[config.mk]
export PLATFORM = sky130hd
export DESIGN_NAME = thread_pc_file
export DESIGN_NICKNAME = d
export VERILOG_FILES = /design/src/rtl/thread_pc_file.sv
export SDC_FILE = /design/constraint.sdc
export NUM_CORES = 1
export LEC_CHECK = 0
export ABC_CLOCK_PERIOD_IN_PS = 2550
export CAP_MARGIN = 20
export CORE_ASPECT_RATIO = 1.25
export CORE_MARGIN = 8
export CORE_UTILIZATION = 40
export CTS_CLUSTER_SIZE = 16
export DETAILED_ROUTE_END_ITERATION = 10
export GPL_ROUTABILITY_DRIVEN = 0
export PLACE_DENSITY = 0.66
export REMOVE_ABC_BUFFERS = 1
export SLEW_MARGIN = 20
export SYNTH_ARGS = -nofsm -noshare
export SYNTH_HDL_FRONTEND = slang
export SYNTH_SLANG_ARGS = --single-unit
[constraint.sdc]
create_clock -name clk_i -period 2.55 [get_ports clk_i]
set_input_delay 0.6375 -clock clk_i [delete_from_list [all_inputs] [get_ports clk_i]]
set_output_delay 0.6375 -clock clk_i [all_outputs]
set_load 0.05 [all_outputs]
[src/rtl/thread_pc_file.sv]
`default_nettype none
// ============================================================================
// Module   : thread_pc_file
// Brief    : Per-thread program-counter store for a 4-thread barrel pipeline.
//            Advances the issued thread's PC, applies branch redirects,
//            and tracks per-thread IDLE/RUN/HALT state.
// Revision : 1.0 - initial release
// ============================================================================
module thread_pc_file #(
  parameter int                           INSTMEM_LOG2_DEEP = 8,
  parameter logic [3:0]                   BOOT_MASK         = 4'b0001,
  parameter logic [INSTMEM_LOG2_DEEP-1:0] BOOT_PC           = '0
) (
  input  logic                         clk_i,
  input  logic                         rst_i,
  input  logic                         issue_en_i,
  input  logic [1:0]                   issue_tid_i,
  input  logic                         br_valid_i,
  input  logic [1:0]                   br_tid_i,
  input  logic [INSTMEM_LOG2_DEEP-1:0] br_target_i,
  input  logic                         halt_valid_i,
  input  logic [1:0]                   halt_tid_i,
  input  logic                         start_valid_i,
  input  logic [1:0]                   start_tid_i,
  input  logic [INSTMEM_LOG2_DEEP-1:0] start_pc_i,
  output logic [INSTMEM_LOG2_DEEP-1:0] PC0,
  output logic [INSTMEM_LOG2_DEEP-1:0] PC1,
  output logic [INSTMEM_LOG2_DEEP-1:0] PC2,
  output logic [INSTMEM_LOG2_DEEP-1:0] PC3,
  output logic [3:0]                   thread_active_o,
  output logic [3:0]                   pc_wrap_o
);

  localparam int c_W = INSTMEM_LOG2_DEEP;

  typedef enum logic [1:0] {
    ST_IDLE = 2'b00,
    ST_RUN  = 2'b01,
    ST_HALT = 2'b10
  } thread_state_t;

  // Flattened view of all four PCs so each generate iteration owns one slice.
  logic [4*c_W-1:0] w_pc_flat;

  genvar n;
  generate
    for (n = 0; n < 4; n++) begin : g_thread
      thread_state_t  r_state;
      logic [c_W-1:0] r_pc;
      logic           r_wrap;

      logic w_start;
      logic w_halt;
      logic w_branch;
      logic w_issue;

      // Decode which strobes address this thread.
      always_comb begin
        w_start  = start_valid_i && (start_tid_i == 2'(n));
        w_halt   = halt_valid_i  && (halt_tid_i  == 2'(n));
        w_branch = br_valid_i    && (br_tid_i    == 2'(n));
        w_issue  = issue_en_i    && (issue_tid_i == 2'(n));
      end

      // Prioritised update: start > halt > branch > issue > hold.
      always_ff @(posedge clk_i or posedge rst_i) begin
        if (rst_i) begin
          r_pc    <= BOOT_PC;
          r_state <= BOOT_MASK[n] ? ST_RUN : ST_IDLE;
          r_wrap  <= 1'b0;
        end else begin
          r_wrap <= 1'b0;
          if (w_start) begin
            r_state <= ST_RUN;
            r_pc    <= start_pc_i;
          end else begin
            case (r_state)
              ST_RUN: begin
                if (w_halt) begin
                  r_state <= ST_HALT;
                end else if (w_branch) begin
                  r_pc <= br_target_i;
                end else if (w_issue) begin
                  r_pc   <= r_pc + 1'b1;
                  r_wrap <= &r_pc;
                end
              end
              ST_IDLE, ST_HALT: begin
                r_state <= r_state;
              end
              // Encoding 2'b11 is unreachable; fall back to IDLE if seen.
              default: r_state <= ST_IDLE;
            endcase
          end
        end
      end

      assign w_pc_flat[n*c_W +: c_W] = r_pc;
      assign thread_active_o[n]      = (r_state == ST_RUN);
      assign pc_wrap_o[n]            = r_wrap;
    end
  endgenerate

  assign PC0 = w_pc_flat[0*c_W +: c_W];
  assign PC1 = w_pc_flat[1*c_W +: c_W];
  assign PC2 = w_pc_flat[2*c_W +: c_W];
  assign PC3 = w_pc_flat[3*c_W +: c_W];

endmodule
`default_nettype wire

Word-level counts from Yosys, hierarchy flattened
Index checks and enable logic that the tools add are counted.
{"block": "op_classes", "add_sub_neg": 4, "n_eq_ne": 32, "n_mux": 52, "reduce_logical": 48}
{"op": "$mux W8", "n": 20}
{"op": "$add A8 B1 Y8 const B", "n": 4}
{"op": "$reduce_and A8 Y1", "n": 4}
{"op": "$eq A2 B2 Y1 const B", "n": 12}
{"op": "$mux W1", "n": 20}
{"op": "$eq A2 B1 Y1 const B", "n": 8}
{"op": "$logic_and A1 B1 Y1", "n": 16}
{"op": "$logic_not A2 Y1", "n": 8}
{"op": "$mux W2", "n": 8}
{"op": "$ne A2 B2 Y1 const B", "n": 8}
{"op": "$pmux W2 S2", "n": 4}
{"op": "$ne A3 B1 Y1 const B", "n": 4}
{"op": "$reduce_and A3 Y1", "n": 4}
{"op": "$reduce_bool A3 Y1", "n": 4}
{"op": "$reduce_and A2 Y1", "n": 4}
{"op": "$reduce_bool A2 Y1", "n": 4}
{"op": "$reduce_or A2 Y1", "n": 4}
{"block": "totals", "regBits": 44}

Depth between registers and ports, before layout
Gate-level depths: netlist (run 1).
{"block": "depth", "depth_word": 7, "ltp_mapped": 6}

Worst setup path before layout (run 1)
OpenSTA, ideal clock, no wires.
{"block": "synth_timing", "kind": "reg-to-reg", "start": "register g_thread[0].r_state[0]", "end": "register g_thread[0].r_pc[3] (netlist: PC0[3])", "t_arrival_ns": 2.140, "required_ns": 2.424, "path_slack_ns": 0.284, "stages_incl_launch_ff": 5, "synth_period_minus_slack_ns": 2.266, "cell_sequence": "dfstp_2 nor2b_1 o211ai_2 a221oi_1 nor2_1"}
{"block": "synth_via", "elab_chain_len": 3}
{"item": "start, declared", "line_no": "48", "text": "thread_state_t r_state;"}
{"item": "start signal, assigned", "line_no": "69", "text": "r_state <= BOOT_MASK[n] ? ST_RUN : ST_IDLE;"}
{"item": "start signal, assigned", "line_no": "89", "text": "r_state <= r_state;"}
{"item": "$eq A2 B1 Y1"}
{"item": "net thread_active_o[0]", "line_no": "30", "text": "output logic [3:0] thread_active_o,"}
{"item": "$reduce_bool A2 Y1 (no line)"}
{"item": "$reduce_and A3 Y1 (no line)"}
{"item": "end signal, assigned", "line_no": "75", "text": "r_pc <= start_pc_i;"}
{"item": "end signal, assigned", "line_no": "82", "text": "r_pc <= br_target_i;"}
{"item": "end signal, assigned", "line_no": "84", "text": "r_pc <= r_pc + 1'b1;"}
{"item": "end, declared", "line_no": "49", "text": "logic [c_W-1:0] r_pc;"}
The timed path passes the listed nets, and every way through them passes these cells.
A chain may end at the register's enable or synchronous reset.

Worst setup path after layout (run 1)
{"block": "layout_timing", "start": "register g_thread[3].r_state[1]", "end": "output thread_active_o[3]"}
{"block": "layout_via", "elab_chain_len": 1}
{"item": "start, declared", "line_no": "48"}
{"item": "start signal, assigned", "line_no": "69"}
{"item": "start signal, assigned", "line_no": "89"}
{"item": "$eq A2 B1 Y1", "line_no": "99", "text": "assign thread_active_o[n] = (r_state == ST_RUN);"}
{"item": "end, declared", "line_no": "30"}
Every way passes these cells.

==> impl_metrics.yaml, run 1 <==
synth:
  avgSynthCellArea_um2: 8.51
  yosys.area_share.simple: 0.285
  synth-seq-area-share: 0.369
  synth_top_cell_area_share: 0.360
  async_reset_ff_frac: 1.00
  synth_top_family_by_area: "simple AND/OR/NAND/NOR gates"
  synth_edf_count: 0
  synth_most_common_cell: "nand2_1"
  synth_cell_types: 61
  synth_adder_area_share: 0.0168
  synth_ff_type: "dfrtp_1"
  synthMuxAreaShare: 0.0210
  synth_largest_area_cell: "dfrtp_1"
  syn_area_um2: 2990
  syn_inst: 351
  synth_area_leaders: "dfrtp_1, nand2_1, nor2_1"
  synth_commonest_cells: "nand2_1, dfrtp_1, nor2_1"
  synth_compound_area_frac: 0.221
  synth_xor_area_frac: 0.0499
  yosysWarningCount: 0
  synth_seq_cells: 44
sta:
  fmax_mhz: 410
  finalClockSkew_ps: 10.5
  worst_slack_ps: 109
  fin_setup_tns_ps: 0
  final.min_clock_period_ps: 2440
  final-hold-violation-count: 0
  slew_violations: 0
  setup_viol: 0
  fin_hold_ws_ps: 521
  fin_crit_sh: 0.957
  max-slew-margin-rel: 0.658
  rsz0062_at_grt: "no"
  worst_slew_pin_slew_ps: 511
power_and_ir_drop:
  seqPwrFrac: 0.316
  pwr-share-clk: 0.143
  peakVddDrop_mv: 0.514
  switching_share: 0.480
  p_sw_w: 0.00182
  p_int_w: 0.00197
  comb_power_share: 0.542
  p_per_area_nw_per_um2: 972
  leakage_nw: 1.58
global_routing:
  overflow: 0
  antenna_found_initial: 0
  grt_max_degree: 24
  grt_pass1_vias: 2836
  grt_pass1_wl_um: 14700
  grt_usage: 0.177
worst_setup_path:
  r2r_end: "PC0[3]$_DFFE_PP0P_"
  cp.required_ps: 1910
  cpPeakStageDelay_ps: 830
  worstPathArrival_ps: 1800
  crit_chain: "and2b_2 > clkdlybuf4s50_1"
  r2r-start: "g_thread[0].r_state[0]$_DFFE_PP1P_"
  cp-start-kind: "flip-flop"
  reg2reg_depth: 4
  setup.worst_path.end_class: "output pin"
  cp_max_fo: 5
  worst-setup-path-type: "reg -> out"
  ff2ff_setup_slack_ps: 780
  crit_slowest_cell: "clkdlybuf4s50_1"
min_path:
  hold_depth: 2
  hold_start: "g_thread[3].r_state[0]$_DFFE_PP0P_"
  holdPathEnd: "g_thread[3].r_state[1]$_DFFE_PP0P_"
  hold_class: "reg -> reg"
route:
  ant_nets: 0
  routed_via_density: 5.81
  dr.pass1.iters: 4
  drc: 0
  wl_um: 9210
  drt_iter0_drc: 146
  num_vias: 3012
  wl_per_cell_um: 17.8
layout:
  instances_no_fill: 518
  area_delta_synth_final_pct: 30.8
  nNetsFinal: 459
  drive_above_1_share: 0.106
  n_fill_cell: 680
  num_antenna_cells: 0
floorplan:
  initial_utilization: 0.408
  die_w_um: 93.3
  core_area_um2: 7310
  boundaryPins: 70
  rows: 35
  dieArea_um2: 10500
  die_y_um: 113
placed_design:
  portBuffers: 69
  dp.cells: 510
  place_ws_ps: 160
  place_hpwl_um: 7060
clock_network:
  root_buffer: "clkbuf_8"
  cts_tree: "built"
  clk_latency_ps: 300
  postCtsSetupRepairBufs: 0
  ctsHtreeMaxLevel: 2
  cts-resized-gates: 0
  clock_sinks: 44
  ctsHoldBuffers: 0
  clock_path_buffers: 2
  clk_pin_slew_ps: 90
  numCtsBuffers: 5
outcome:
  status: "finished clean"
job:
  drv_cap: 0
## worst max path at each step
stage                                  startpoint                  to  cells past startpoint
2_1_floorplan  g_thread[0].r_state[0]$_DFFE_PP1P_  PC0[3]$_DFFE_PP0P_                      4
3_3_place_gp                           br_valid_i  PC0[4]$_DFFE_PP0P_                      5
3_5_place_dp                           issue_en_i  PC0[0]$_DFFE_PP0P_                      7
4_1_cts        g_thread[3].r_state[1]$_DFFE_PP0P_  thread_active_o[3]                      2
5_1_grt        g_thread[3].r_state[1]$_DFFE_PP0P_  thread_active_o[3]                      2
6_report       g_thread[3].r_state[1]$_DFFE_PP0P_  thread_active_o[3]                      2
## sequential cells by signal, summed over array words and instances, names as in the netlist
signal / cells
g_thread.r_wrap: 4
g_thread.r_state: 8
PC1: 8
PC3: 8
PC2: 8
PC0: 8
## critical path: cells and delay by family, from the launching register on
| kind | cells | cell delay, ps |
|---|---|---|
| AND/OR/NAND/NOR | 1 | 290 |
| flip-flops | 1 | 390 |
| buffers and inverters | 1 | 830 |
## kinds of logic (layout without fill, tap and decap cells)
logic type | after synthesis | count (layout)
AND/OR/NAND/NOR | 158 | 158
flip-flops | 44 | 44
multiplexers | 6 | 6
XOR/XNOR | 17 | 17
AO/OA/AOI/OAI | 101 | 101
adder cells (fa/ha/maj) | 4 | 4
buffers and inverters | 21 | 96
## cells in the final DEF, fill, tap and decap left out, types with 6 or more instances in the layout
cell type | netlist | routed
nand2b_1 | 6 | 6
a31oi_1 | 11 | 11
clkdlybuf4s50_1 | 0 | 67
a21oi_1 | 27 | 27
o21ai_0 | 23 | 23
nand3_1 | 14 | 14
xor2_1 | 6 | 6
nor2_1 | 41 | 41
o22ai_1 | 7 | 7
nor3_1 | 6 | 6
nand2_1 | 44 | 44
xnor2_1 | 11 | 11
dfrtp_1 | 43 | 43
buf_4 | 7 | 15
## layout make-up
| type | instances | area (um2) | share of cell area |
|---|---|---|---|
| multi-input combinational | 286 | 1770 | 0.454 |
| sequential | 44 | 1100 | 0.282 |
| timing repair buffer | 82 | 783 | 0.201 |
| tap | 92 | 115 | 0.0295 |
| clock buffer | 6 | 72.6 | 0.0186 |
| clock inverter | 2 | 35.0 | 0.00897 |
| inverter | 6 | 22.5 | 0.00577 |
## stage by stage
step                      instance area [um2]  utilization  power [W]
final                                    3900        0.534    0.00379
after floorplan                          2900            -    0.00255
after global routing                     3900        0.534    0.00401
after detailed placement                 3800        0.519    0.00326
after CTS                                3900        0.534    0.00382
after global placement                   3800        0.519    0.00325
## per-layer routing
metal | share of wire | GRT usage | vias up
met1 | 0.45 | 0.237 | 1438
met3 | 0.064 | 0.0374 | 20
li1 | - | - | 1431
met2 | 0.45 | 0.265 | 123
met4 | 0.028 | 0.0754 | 0
met5 | 0 | 0 | -
## power groups by stage
stage | clock network [W] | registers [W] | logic (W)
2_1_floorplan | 0 | 0.00179 | 0.000766
3_3_place_gp | 0 | 0.00120 | 0.00205
3_5_place_dp | 0 | 0.00120 | 0.00206
4_1_cts | 0.000563 | 0.00119 | 0.00207
5_1_grt | 0.000589 | 0.00124 | 0.00218
6_report | 0.000542 | 0.00120 | 0.00205
No activity file was read; power rests on OpenSTA's default activity.
==> inputs of run 2 (changes only) <==
SLEW_MARGIN = 30   (was 20)
==> results of run 2 <==
Same layout as run 1: the final DEF is identical, and so are final timing and power.
